[config.mk]
export PLATFORM = sky130hd
export DESIGN_NAME = program_sequencer
export DESIGN_NICKNAME = d
export VERILOG_FILES = /design/src/rtl/program_sequencer.sv
export SDC_FILE = /design/constraint.sdc
export NUM_CORES = 1
export LEC_CHECK = 0
export CORE_MARGIN = 10
export CORE_UTILIZATION = 35
export DETAILED_ROUTE_END_ITERATION = 10
export HOLD_SLACK_MARGIN = 0.05
export PLACE_DENSITY = 0.48
export SETUP_SLACK_MARGIN = 0.02
export SYNTH_ARGS = -nofsm -noshare
export SYNTH_HDL_FRONTEND = slang
export SYNTH_SLANG_ARGS = --single-unit
[constraint.sdc]
create_clock -name origclk -period 6.5 [get_ports origclk]
set_clock_uncertainty 0.15 [all_clocks]
set_input_delay 0.975 -clock origclk [delete_from_list [all_inputs] [get_ports origclk]]
set_output_delay 0.975 -clock origclk [all_outputs]
set_load 0.01 [all_outputs]
[src/rtl/program_sequencer.sv]
// Program loader and run/step/halt sequencer for the 8-bit CPU.
// Ports: load_*, run/step/halt_req, pc in; instruction, cpu_en, cpu_rst, halted, state, load_count out (BREAKPOINT_EN adds bp_addr, bp_valid, bp_hit).
module program_sequencer #(
  parameter int MEM_DEPTH = 32,
  parameter int PC_W = 5,
  parameter int RUN_DIV = 4,
  parameter logic [7:0] HALT_OP = 8'hFF
) (
  input  logic          origclk,
  input  logic          reset,
  input  logic          load_valid,
  input  logic [7:0]    load_data,
  input  logic          load_last,
  output logic          load_ready,
  input  logic          run_req,
  input  logic          step_req,
  input  logic          halt_req,
  input  logic [7:0]    pc,
`ifdef BREAKPOINT_EN
  input  logic [7:0]    bp_addr,
  input  logic          bp_valid,
  output logic          bp_hit,
`endif
  output logic [7:0]    instruction,
  output logic          cpu_en,
  output logic          cpu_rst,
  output logic          halted,
  output logic [2:0]    state,
  output logic [PC_W:0] load_count
);

  localparam int DIV_W = (RUN_DIV > 2) ? $clog2(RUN_DIV) : 1;
  localparam logic [DIV_W-1:0] DIV_LAST = DIV_W'(RUN_DIV - 1);
  localparam logic [DIV_W-1:0] DIV_ONE = DIV_W'(1);
  localparam logic [PC_W:0] CNT_ONE = (PC_W+1)'(1);
  localparam logic [PC_W:0] CNT_LAST = (PC_W+1)'(MEM_DEPTH - 1);

  typedef enum logic [2:0] {
    S_IDLE   = 3'd0,
    S_LOAD   = 3'd1,
    S_CPURST = 3'd2,
    S_PAUSE  = 3'd3,
    S_RUN    = 3'd4,
    S_HALT   = 3'd5
  } seq_state_e;

  seq_state_e       cur, nxt;
  logic [7:0]       mem [MEM_DEPTH];
  logic [DIV_W-1:0] div;
  logic             accept, due, is_halt, bp, en_d, bp_d;
  logic [PC_W-1:0]  wr_addr;

  assign state   = cur;
  assign accept  = load_valid & load_ready;
  assign due     = (cur == S_RUN) && (div == DIV_LAST);
  assign is_halt = (instruction == HALT_OP);
  assign wr_addr = (cur == S_LOAD) ? load_count[PC_W-1:0] : '0;

`ifdef BREAKPOINT_EN
  assign bp = bp_valid && (pc == bp_addr);
`else
  assign bp = 1'b0;
`endif

  always_comb begin
    nxt  = cur;
    en_d = 1'b0;
    bp_d = 1'b0;
    unique case (cur)
      S_IDLE, S_HALT: begin
        if (accept) nxt = load_last ? S_CPURST : S_LOAD;
      end
      S_LOAD: begin
        if (accept && (load_last || load_count == CNT_LAST))
          nxt = S_CPURST;
      end
      S_CPURST: begin
        if (div == DIV_ONE) nxt = S_PAUSE;
      end
      S_PAUSE: begin
        if (halt_req) nxt = S_HALT;
        else if (accept) nxt = load_last ? S_CPURST : S_LOAD;
        else if (run_req) nxt = S_RUN;
        else if (step_req && !cpu_en) begin
          if (is_halt) nxt = S_HALT;
          else en_d = 1'b1;
        end
      end
      S_RUN: begin
        if (halt_req) nxt = S_HALT;
        else if (!run_req) nxt = S_PAUSE;
        else if (due) begin
          if (bp) begin
            nxt  = S_PAUSE;
            bp_d = 1'b1;
          end else if (is_halt) nxt = S_HALT;
          else en_d = !cpu_en;
        end
      end
      default: nxt = S_IDLE;
    endcase
  end

  // Instruction store is not reset; contents survive reset.
  always_ff @(posedge origclk) begin
    if (accept) mem[wr_addr] <= load_data;
  end

  always_ff @(posedge origclk or negedge reset) begin
    if (!reset) begin
      cur         <= S_IDLE;
      div         <= '0;
      load_count  <= '0;
      instruction <= 8'h00;
      cpu_en      <= 1'b0;
      cpu_rst     <= 1'b1;
      load_ready  <= 1'b0;
      halted      <= 1'b0;
`ifdef BREAKPOINT_EN
      bp_hit      <= 1'b0;
`endif
    end else begin
      cur    <= nxt;
      cpu_en <= en_d;
`ifdef BREAKPOINT_EN
      bp_hit <= bp_d;
`endif
      if (32'(pc) < 32'(load_count))
        instruction <= mem[pc[PC_W-1:0]];
      else
        instruction <= 8'h00;
      // A byte outside LOAD restarts the program at address 0.
      if (accept)
        load_count <= (cur == S_LOAD) ? load_count + CNT_ONE : CNT_ONE;
      // div times CPURST length and the RUN pulse period.
      if (nxt != cur) div <= '0;
      else if (cur == S_CPURST) div <= div + DIV_ONE;
      else if (cur == S_RUN) div <= due ? '0 : div + DIV_ONE;
      load_ready <= (nxt == S_IDLE) || (nxt == S_LOAD) ||
                    (nxt == S_PAUSE) || (nxt == S_HALT);
      cpu_rst    <= (nxt == S_IDLE) || (nxt == S_LOAD) ||
                    (nxt == S_CPURST);
      halted     <= (nxt == S_HALT);
    end
  end

  logic unused_bp;
  assign unused_bp = bp_d;

endmodule

---- Yosys cells after proc, flatten, opt, wreduce, memory -nomap -nowiden ----
Memory sizes are Yosys's and may differ from the RTL's.
Index checks and enable logic that the tools add are counted.
word-level totals
  register bits ........................... 23
  bits in writable memories ............... 256
  bits of input ports ..................... 23
  output and inout port bits .............. 21
  word-level logic and storage cells ...... 72
  memories ................................ 1
operators by class
  $add $sub $neg .......................... 2
  magnitude comparators ................... 1
  equality and inequality tests ........... 14
  multiplexer cells ....................... 32
  bitwise logic cells ..................... 1
  reduce and logical (&&, ||, !) cells .... 13
memories
  name  depth  bits a word  rd ports  clocked after memory_dff  write ports  RTL line  source
  mem   32     8            1         0                         1            48        logic [7:0] mem [MEM_DEPTH];
operators by type and width
  kind                                           count
  2-to-1 mux 3 bit                               11
  case mux 3 bit (5 select lines)                1
  == test 3 x 2 -> 1 bit, second input constant  4
  2-to-1 mux 1 bit                               11
  2-to-1 mux 2 bit                               5
  == test 3 bit, second input constant           3
  == test 8 bit, second input constant           1
  < comparator 8 x 6 -> 1 bit                    1
  2-to-1 mux 8 bit                               1
  adder 6 x 1 -> 6 bit, second input constant    1
  == test 3 x 1 -> 1 bit, second input constant  2
  == test 6 x 5 -> 1 bit, second input constant  1
  zero test 3 bit                                2
  2-to-1 mux 6 bit                               1
  logical OR 1 bit                               5
  2-to-1 mux 5 bit                               1
  logical AND 1 bit                              3
  inequality test 3 bit                          1
  nonzero test 3 bit                             1
  adder 2 x 1 -> 2 bit, second input constant    1
  == test 2 x 1 -> 1 bit, second input constant  1
  == test 2 bit, second input constant           1
  case mux 1 bit (2 select lines)                1
  OR reduction 2 bit                             1
  other kinds (2)                                2

---- Depth between registers and ports, before layout ----
Gate-level depths: netlist of the first run.
  depth after elaboration ................. 11
  mapped depth ............................ 9
  mapped depth without buffers ............ 7

---- Least setup slack after synthesis of the first run ----
OpenSTA, ideal clock, no wires.
  path type ............................... input port to flip-flop
  start point ............................. in load_valid
  end point ............................... mem mem[26][0], enable pin
  library setup time ...................... 0.383 ns
  data arrival time ....................... 2.361 ns
  data required time ...................... 5.967 ns
  slack ................................... 3.605 ns
  cell stages on the path ................. 4
  buffers on the path ..................... 1
  cell sequence ........................... nand2_1 > or4_1 > buf_2 > nor3_1
between the ends
  longest elaborated chain between the ends .. 3
RTL lines
  what                                    RTL line  source
  start: declaration                      11        input logic load_valid,
  AND 1 bit                               54        assign accept = load_valid & load_ready;
  2-to-1 mux 1 bit                        106       if (accept) mem[wr_addr] <= load_data;
  2-to-1 mux 1 bit (not written as such)  106
  end: declaration                        48
Every way passes these cells.

---- Final worst setup path of the first run ----
  start point ............................. reg cur[0], in the netlist state[0]
  end point ............................... mem mem[26][0], enable pin
between the ends
  longest elaborated chain between the ends .. 2
RTL lines
  what                      RTL line  source
  start: declaration        47        seq_state_e cur, nxt;
  start signal: assignment  123       cur <= nxt;
  == test 3 x 1 -> 1 bit    57        assign wr_addr = (cur == S_LOAD) ? load_count[PC_W-1:0] : '0;
  2-to-1 mux 5 bit          57
Every way passes these cells.

==> flow_metrics.tcl, run 1 <==
set metrics [dict create \
    status "completed" \
    hp-class "reg -> reg" \
    hp-start "cpu_en" \
    leakagePower_nw 4.17 \
    syn_area_per_cell_um2 19.4 \
    end_kind "flip-flop" \
    die_h_um 200 \
    crit_path_max_incr_delay_ns 0.93 \
    synth_compound_area_share_pct 3.28 \
    hold_violations 0 \
    path_max_fanout 17 \
    cp_data_required_time_ns 6.50 \
    routed_via_density 5.34 \
    powerDensity_nw_per_um2 314 \
    dieArea_um2 39900 \
    syn_to_final_growth_pct 15.5 \
    cp.arrival_ns 3.45 \
    grt_use_total_pct 13.0 \
    grt_pass1_wl_um 38400 \
    setup_ws_ns 3.05 \
    final_antenna_net_count 0 \
    path_cells "or3b_1 -> or4_1 -> nor3_1" \
    antenna_found_initial 0 \
    dp_cells 1007 \
    synthAdderAreaFrac_pct 0.974 \
    drive_above_1_share_pct 21.9 \
    synth_top_family_by_area "multiplexers" \
    syn-num-nets 613 \
    synth-seq-area-share_pct 73.1 \
    drc 0 \
    synthXorXnorAreaFrac_pct 0 \
    yosysUniqueCellTypes 52 \
    io_buffers 43 \
    synth-async-reset-ratio_pct 8.24 \
    synth_ff_type "edfxtp_1" \
    timing.final.crit_period_ns 3.45 \
    tightest_slew_ns 1.25 \
    startpoint "state[0]" \
    io_pins 44 \
    grt_pass1_vias 5881 \
    core_um2 31700 \
    avgRoutedWirePerCell_um 24.2 \
    fin_nets 667 \
    tns_ns 0 \
    cts_buffer_depth 3 \
    synth_edf_count 256 \
    clock.fmax_mhz 290 \
    hold_buffers 0 \
    antennaDiodeCount 0 \
    maxSlewViolCount 0 \
    start_kind "flip-flop" \
    cts-root-buf "clkbuf_16" \
    clkLatencyLatePin_ns 0.54 \
    syn-instance-count 582 \
    crit_family "simple AND/OR/NAND/NOR gates" \
    worstReg2RegStart "state[0]" \
    rsz0062_at_grt "no" \
    via_count 5663 \
    die_width_um 200 \
    ir_drop_uv 231 \
    start_util_pct 35.7 \
    worstSetupPathType "reg -> reg" \
    cts_tree "built" \
    dp_worst_setup_slack_ns 2.51 \
    slew-limit-headroom_pct 16.4 \
    drt-initial-drc-count 413 \
    synth-simple-area-share_pct 4.51 \
    rows 65 \
    hold_ws_ns 0.324 \
    clk_pin_slew_ns 0.06 \
    regArea_um2 8260 \
    synth-seq-cells 279 \
    cp_num_buf_inv 0 \
    fin_crit_sh_pct 53.1 \
    cts_resized 0 \
    drt-pass1-iter-count 5 \
    num-fill-cells 2822 \
    grt_max_degree 38 \
    yosysWarnings 0 \
    power_mw 4.11 \
    final_cells 1061 \
    cts_setup_buffers 0 \
    setup_viol 0 \
    grt_overflow_total 0 \
    synth_area_um2 11300 \
    dp.final_hpwl_um 16700 \
    routed_wl_um 25700 \
    cap_viol_max_count 0 \
    cts_buffers 29 \
    muxShareOfSynthArea_pct 16.2 \
    h-tree-depth 1 \
    multi_input_area_um2 2830 \
    cts_num_sinks 279 \
    cpMaxStageDelayCell "nor3_1" \
    globalplace.congestion 0.791 \
]
path summary, 6_finish.rpt:
check | endpoint | slack (ns) | cells after the start
setup / recovery | mem[26][0] | 3.05 | 3
hold / removal | cpu_en | 0.32 | 1
setup reg to reg | mem[26][0] | 3.05 | 3
hold reg to reg | cpu_en | 0.32 | 1
max in group asynchronous | div[0] | 4.69 | 1
min in group asynchronous | load_count[1] | 0.86 | 1
registers in the layout (all words and copies together) (netlist names):
signal and flops:
mem 256, instruction 8, cpu_en 1, div 2, halted 1, load_ready 1
state 3, cpu_rst 1, load_count 6
through the flow:
stage / instance area [µm²] / utilization, %
3_3_place_gp: 12100 / 38.3
6_report: 13100 / 41.2
2_1_floorplan: 11300 / -
5_1_grt: 13100 / 41.2
4_1_cts: 13100 / 41.2
3_5_place_dp: 12100 / 38.3
area by class of cell:
| type | instances | area share, % |
|---|---|---|
| flip-flops and latches | 279 | 63.3 |
| inverters | 11 | 0.316 |
| well taps | 402 | 3.85 |
| repair buffers | 54 | 3.83 |
| clock buffers | 47 | 6.78 |
| multi-input cells | 261 | 21.6 |
| clock inverters | 7 | 0.316 |
worst register-to-register path, cell delays in order (launching register included):
cell	delay, ns
dfrtp_1	0.68
or3b_1	0.59
or4_1	0.72
nor3_1	0.93
routing by layer:
layer  share of wire, %  GRT usage (%)  up-vias  routed length (µm)
li1                   -              -     2482                   -
met1                 47           18.8     2976               12000
met2                 46           20.0      173               11800
met3                5.7           2.29       32                1480
met4                1.6           2.92        0                 420
met5                  0              0        -                   0
report_power, final:
group	internal (mW)	switching, mW
registers	2.01	0.0593
clock network	0.930	0.650
logic	0.194	0.261
cells in the mapped netlist (2+ instances only):
library cell,number,area [µm²]
ha_1,8,100
or4_1,2,15.0
buf_6,6,67.6
a21o_1,2,15.0
and3_1,4,25.0
nor2_1,48,180
nand3_1,10,50.1
nor3_1,5,25.0
nand2_1,14,52.6
mux2_2,8,90.1
a21oi_1,15,75.1
or3_1,2,12.5
o21ai_0,12,60.1
nor4_1,4,25.0
edfxtp_1,256,7690
clkbuf_1,16,60.1
nor2b_1,3,18.8
buf_2,7,35.0
a211oi_1,2,15.0
o2bb2ai_1,8,70.1
nand4_1,2,12.5
buf_4,2,15.0
nand2b_1,3,18.8
dfrtp_1,22,551
mux4_2,73,1640
and2_1,3,18.8
inv_1,11,41.3
mux2i_1,10,100
cell usage in the layout, fill, tap and decap left out, types with 2 or more instances in the layout:
master             n
and3_1             4
mux4_2            73
nor4_1             4
a21o_1             2
ha_1               8
and2_1             3
or3_1              2
a21oi_1           15
nand2b_1           3
o2bb2ai_1          8
buf_2              2
dfrtp_1           22
nor3_1             5
o21ai_0           12
clkbuf_8           5
nand2_1           14
nand4_1            2
inv_1             11
clkbuf_16         31
nor2_1            48
clkbuf_1          11
mux2_2             8
edfxtp_1         256
or4_1              2
buf_4             12
a211oi_1           2
clkdlybuf4s50_1   40
mux2i_1           10
nor2b_1            3
clkinv_2           5
nand3_1           10
logic make-up after synthesis:
family,after synthesis
buffers and inverters,42
and+or+nand+nor,106
muxes,91
adders and majority gates,9
AOI/OAI and AO/OA,55
DFF,279
Power figures use the tool's default switching activity.
==> run 2, diff against run 1 <==
- PLACE_DENSITY: 0.48 -> 0.5
- clock period: 6.5 -> 3.1 ns (I/O delays scaled with it)
==> run 2 against run 1 <==
Sequential power rose by 110%. Clock-buffer cell count down 13. Critical path depth increased by 1. Register-to-register slack got worse by 2.5 ns. Via count is 2.3% higher. Non-clock buffer count grew 40. Wire length rose by 1.1%. Die area is the same. Critical path type unchanged. Critical endpoint is now mem[28][4]. Highest routed layer unchanged.
==> flow_metrics.tcl, run 2 (synthesized netlist as in run 1, its figures left out) <==
set metrics [dict create \
    status "completed" \
    switching_share_pct 23.5 \
    hold_violations 0 \
    grt_max_degree 53 \
    cts-root-buf "clkbuf_16" \
    path_cells "or3b_1 -> o21ai_1 -> nor2_1 -> buf_4" \
    pwr-share-seq_pct 48.8 \
    io_buffers 43 \
    grt_use_total_pct 13.2 \
    hold_ws_ns 0.134 \
    multi_input_area_um2 2830 \
    largest_register "mem" \
    cap_viol_max_count 0 \
    slew-limit-headroom_pct 32.5 \
    cpMaxStageDelayCell "o21ai_1" \
    rsz0062_at_grt "no" \
    final_antenna_net_count 0 \
    path_max_fanout 10 \
    start_util_pct 35.7 \
    place_area_um2 12500 \
    powerDensity_nw_per_um2 655 \
    drt-initial-drc-count 457 \
    die_h_um 200 \
    cts_tree "built" \
    final_cell_mix "edfxtp_1, mux4_2, buf_4" \
    rows 65 \
    fin_crit_sh_pct 82.4 \
    globalplace.congestion 0.771 \
    worstSetupPathType "reg -> reg" \
    drt-pass1-iter-count 5 \
    core_um2 31700 \
    timing.final.crit_period_ns 2.55 \
    drive_above_1_share_pct 26.5 \
    hold_buffers 0 \
    hp-class "in -> async" \
    largest_registers "mem: 256 flops, instruction: 8 flops, load_count: 6 flops" \
    tightest_slew_ns 1.01 \
    maxSlewViolCount 0 \
    antennaDiodeCount 0 \
    power.switching_mw 2.07 \
    via_count 5795 \
    combPwrFrac_pct 12.2 \
    p_clk_share_pct 39.0 \
    ir_drop_uv 436 \
    grt_overflow_total 0 \
    layout_commonest_cell "edfxtp_1" \
    num-fill-cells 2791 \
    internal_power_mw 6.71 \
    rr_worst_depth 4 \
    final_core_util_pct 42.3 \
    cts_setup_buffers 0 \
    routed_via_density 5.27 \
    avgRoutedWirePerCell_um 23.6 \
    antenna_found_initial 0 \
    grt_pass1_vias 6090 \
    cp_data_required_time_ns 3.26 \
    fin_nets 707 \
    leakagePower_nw 4.41 \
    dp.final_hpwl_um 16900 \
    grt_pass1_wl_um 39400 \
    cts_buffers 29 \
    clkLatencyLatePin_ns 0.55 \
    start_kind "flip-flop" \
    stdcell_area_um2 13400 \
    dieArea_um2 39900 \
    drc 0 \
    regArea_um2 8260 \
    syn_to_final_growth_pct 18.6 \
    end_kind "flip-flop" \
    cts_buffer_depth 3 \
    h-tree-depth 1 \
    clk_pin_slew_ns 0.06 \
    largest_register_ffs 256 \
    clock.fmax_mhz 391 \
    cts_resized 0 \
    die_width_um 200 \
    setup_viol 0 \
    tns_ns 0 \
    crit_path_max_incr_delay_ns 0.86 \
    io_pins 44 \
    cp.arrival_ns 2.71 \
    cts_num_sinks 279 \
    routed_wl_um 25900 \
]
-- run 2: cell types whose count changed in the layout (fill, tap and decap cells not counted), sizes merged --
cell | previous run | this run
buf | 14 | 54
bufinv | 0 | 4
clkbuf | 47 | 34
clkinv | 5 | 14
clkinvlp | 1 | 0
-- run 2: final timing paths --
path	slack [ns]	from	endpoint
worst max-delay path	0.55	state[1]	mem[28][4]
worst min register to register	0.35	cpu_en	cpu_en
worst max register to register	0.55	state[1]	mem[28][4]
worst min-delay path	0.13	reset	load_count[1]
min in group origclk	0.35	cpu_en	cpu_en
max in group asynchronous	2.36	reset	cpu_rst
-- run 2: through the flow --
step,power (mW),instances,worst slack [ns]
4_1_cts,8.87,1100,0.567
3_3_place_gp,5.42,1047,0.272
3_5_place_dp,5.45,1047,0.269
5_1_grt,9.13,1100,0.389
2_1_floorplan,5.00,582,0.401
6_report,8.78,1100,0.545
-- run 2: cell type report --
class                      instances  share of cell area [%]
tap                              402                    3.75
clock inverter                    19                    1.45
clock buffer                      34                    5.55
sequential                       279                    61.6
inverter                          11                   0.308
timing repair buffer              94                    6.25
multi-input combinational        261                    21.1
-- run 2: power groups by stage --
stage | Combinational, mW | Sequential [mW] | Clock (mW)
floorplan | 0.637 | 4.37 | 0
global placement | 1.07 | 4.35 | 0
detailed placement | 1.09 | 4.36 | 0
CTS | 1.09 | 4.28 | 3.50
global route | 1.17 | 4.29 | 3.67
finish | 1.07 | 4.28 | 3.43
-- run 2: critical path, delay by kind of cell, from the launching register on --
| family | cells | cell delay [ns] |
|---|---|---|
| flip-flops | 1 | 0.37 |
| buffers and inverters | 1 | 0.23 |
| AND/OR/NAND/NOR | 2 | 0.71 |
| AO/OA/AOI/OAI | 1 | 0.86 |
-- run 2: per-layer routing --
layer / GRT usage, % / part of all wire (%) / vias to the layer above
met5: 0 / 0 / -
met2: 20.2 / 46 / 157
met4: 3.65 / 2.1 / 0
met1: 18.7 / 46 / 3031
li1: - / - / 2570
met3: 2.65 / 6.0 / 37
==> run 3, diff against run 2 <==
- clock period: 3.1 -> 2.3 ns (I/O delays scaled with it)
==> run 3 against run 2 <==
First-iteration DRC count shrank 5.7%. Combinational power grew 58%. Clock-buffer cell count grew 1. Wire length grew 2.5%. Global-route usage grew 0.18 points. Worst hold slack gained 0.19 ns. Power grew 35%. Via count grew 2.4%. Worst setup slack lost 0.48 ns. Critical path depth grew 4. Largest power group unchanged.
==> flow_metrics.tcl, run 3 (synthesized netlist as in run 1, its figures left out) <==
set metrics [dict create \
    avgRoutedWirePerCell_um 23.3 \
    drt-pass1-iter-count 5 \
    dp_worst_setup_slack_ns -0.304 \
    final_core_util_pct 43.9 \
    place_area_um2 13000 \
    cts_setup_buffers 0 \
    start_kind "flip-flop" \
    globalplace.congestion 0.873 \
    final_antenna_net_count 0 \
    clkLatencyLatePin_ns 0.53 \
    power.switching_mw 2.84 \
    cp.arrival_ns 2.49 \
    fin_nets 748 \
    powerDensity_nw_per_um2 849 \
    start_util_pct 35.7 \
    rows 65 \
    io_pins 44 \
    cts_buffers 29 \
    cap_viol_max_count 0 \
    final_cell_mix "edfxtp_1, buf_4, mux4_2" \
    drt-initial-drc-count 431 \
    drive_above_1_share_pct 32.7 \
    syn_to_final_growth_pct 23.1 \
    status "completed" \
    die_width_um 200 \
    num-fill-cells 2744 \
    grt_use_total_pct 13.4 \
    hp-class "reg -> reg" \
    crit_path_max_incr_delay_ns 0.38 \
    h-tree-depth 1 \
    worstSetupPathType "reg -> reg" \
    dp.final_hpwl_um 17800 \
    final_cells 1140 \
    hold_violations 0 \
    maxSlewViolCount 0 \
    cts_tree "built" \
    routed_wl_um 26600 \
    hold_ws_ns 0.322 \
    layout_commonest_cell "edfxtp_1" \
    slew-limit-headroom_pct 71.8 \
    io_buffers 43 \
    clk_pin_slew_ns 0.06 \
    tightest_slew_ns 0.420 \
    grt_overflow_total 0 \
    die_h_um 200 \
    clock.fmax_mhz 448 \
    grt_pass1_wl_um 39800 \
    end_kind "flip-flop" \
    fin_crit_sh_pct 97.1 \
    setup_ws_ns 0.0678 \
    cpMaxStageDelayCell "dfrtp_1" \
    largest_register_ffs 256 \
    cts_buffer_depth 3 \
    leakagePower_nw 4.64 \
    timing.final.crit_period_ns 2.23 \
    dieArea_um2 39900 \
    pwr-share-seq_pct 48.8 \
    switching_share_pct 24.0 \
    cpMostUsedCell "buf_4" \
    rsz0062_at_grt "yes" \
    largest_registers "mem: 256 flops, instruction: 8 flops, load_count: 6 flops" \
    stdcell_area_um2 13900 \
    cts-root-buf "clkbuf_16" \
    antenna_found_initial 0 \
    rrSetupSlack_ns 0.07 \
    cts_num_sinks 279 \
    combPwrFrac_pct 14.3 \
    cp_data_required_time_ns 2.56 \
    routed_via_density 5.20 \
    via_count 5933 \
    ir_drop_uv 603 \
    grt_pass1_vias 6202 \
    core_um2 31700 \
    path_cells "buf_4 -> and3b_4 -> o21ai_0 -> o31a_1 -> o211ai_2 -> buf_4 -> inv_1 -> maj3_1" \
    path_max_fanout 6 \
    p_clk_share_pct 36.9 \
    antennaDiodeCount 0 \
    grt_max_degree 33 \
    drc 0 \
    internal_power_mw 8.99 \
    dp_cells 1087 \
    setup_viol 0 \
    largest_register "mem" \
]
## run 3: cell count changes in the layout (fill, tap and decap cells not counted), moves of 3 or more
cell      change
clkinv_1      +4
nor3_1        -3
nor2_1        -8
clkinv_2      -6
buf_12       +13
buf_4        +26
nor2_2        +8
## run 3: worst paths after layout
path	from	to	cells past startpoint
max in group asynchronous	reset	load_count[2]	3
setup / recovery	state[2]	load_ready	8
hold / removal	cpu_en	cpu_en	1
min in group asynchronous	reset	div[1]	2
hold reg to reg	cpu_en	cpu_en	1
setup reg to reg	state[2]	load_ready	8
## run 3: power by group through the flow
stage          clock network, mW  registers [mW]  logic [mW]
3_5_place_dp                   0            5.87        1.65
2_1_floorplan                  0            5.88       0.876
6_report                    4.37            5.77        1.69
5_1_grt                     4.71            5.77        1.83
3_3_place_gp                   0            5.86        1.62
4_1_cts                     4.49            5.76        1.66
## run 3: metal layers
metal / vias to the layer above / part of all wire [%] / GRT usage [%]
met1: 3060 / 45 / 18.8
met4: 0 / 1.6 / 3.20
li1: 2649 / - / -
met5: - / 0 / 0
met2: 191 / 47 / 21.2
met3: 33 / 6.8 / 2.43
## run 3: per-stage QoR
stage	total power [mW]	setup TNS, ns
final	11.8	0
after global placement	7.48	-16.44
after floorplan	6.76	-5.21
after detailed placement	7.51	-21.22
after global routing	12.3	0
after CTS	11.9	0
## run 3: worst max-delay path: cells and delay by family (launching register included)
family                   cells  cell delay, ns
buffers and inverters        3            0.36
flip-flops                   1            0.38
adder cells (fa/ha/maj)      1            0.33
AO/OA/AOI/OAI                3            0.58
AND/OR/NAND/NOR              1            0.31
## run 3: what timing repair did
action,in CTS,in global routing
hold endpoints to repair,7,0
resized for setup,2,13
hold buffers,1,0
setup endpoints to repair,20,166
pin swaps,0,3
## run 3: layout make-up
cell class | count | area, µm² | share of cell area, %
clock buffers | 35 | 748 | 5.37
multi-input cells | 261 | 2910 | 20.9
repair buffers | 135 | 1320 | 9.46
inverters | 11 | 41.3 | 0.297
clock inverters | 17 | 135 | 0.971
well taps | 402 | 503 | 3.61
flip-flops and latches | 279 | 8270 | 59.4
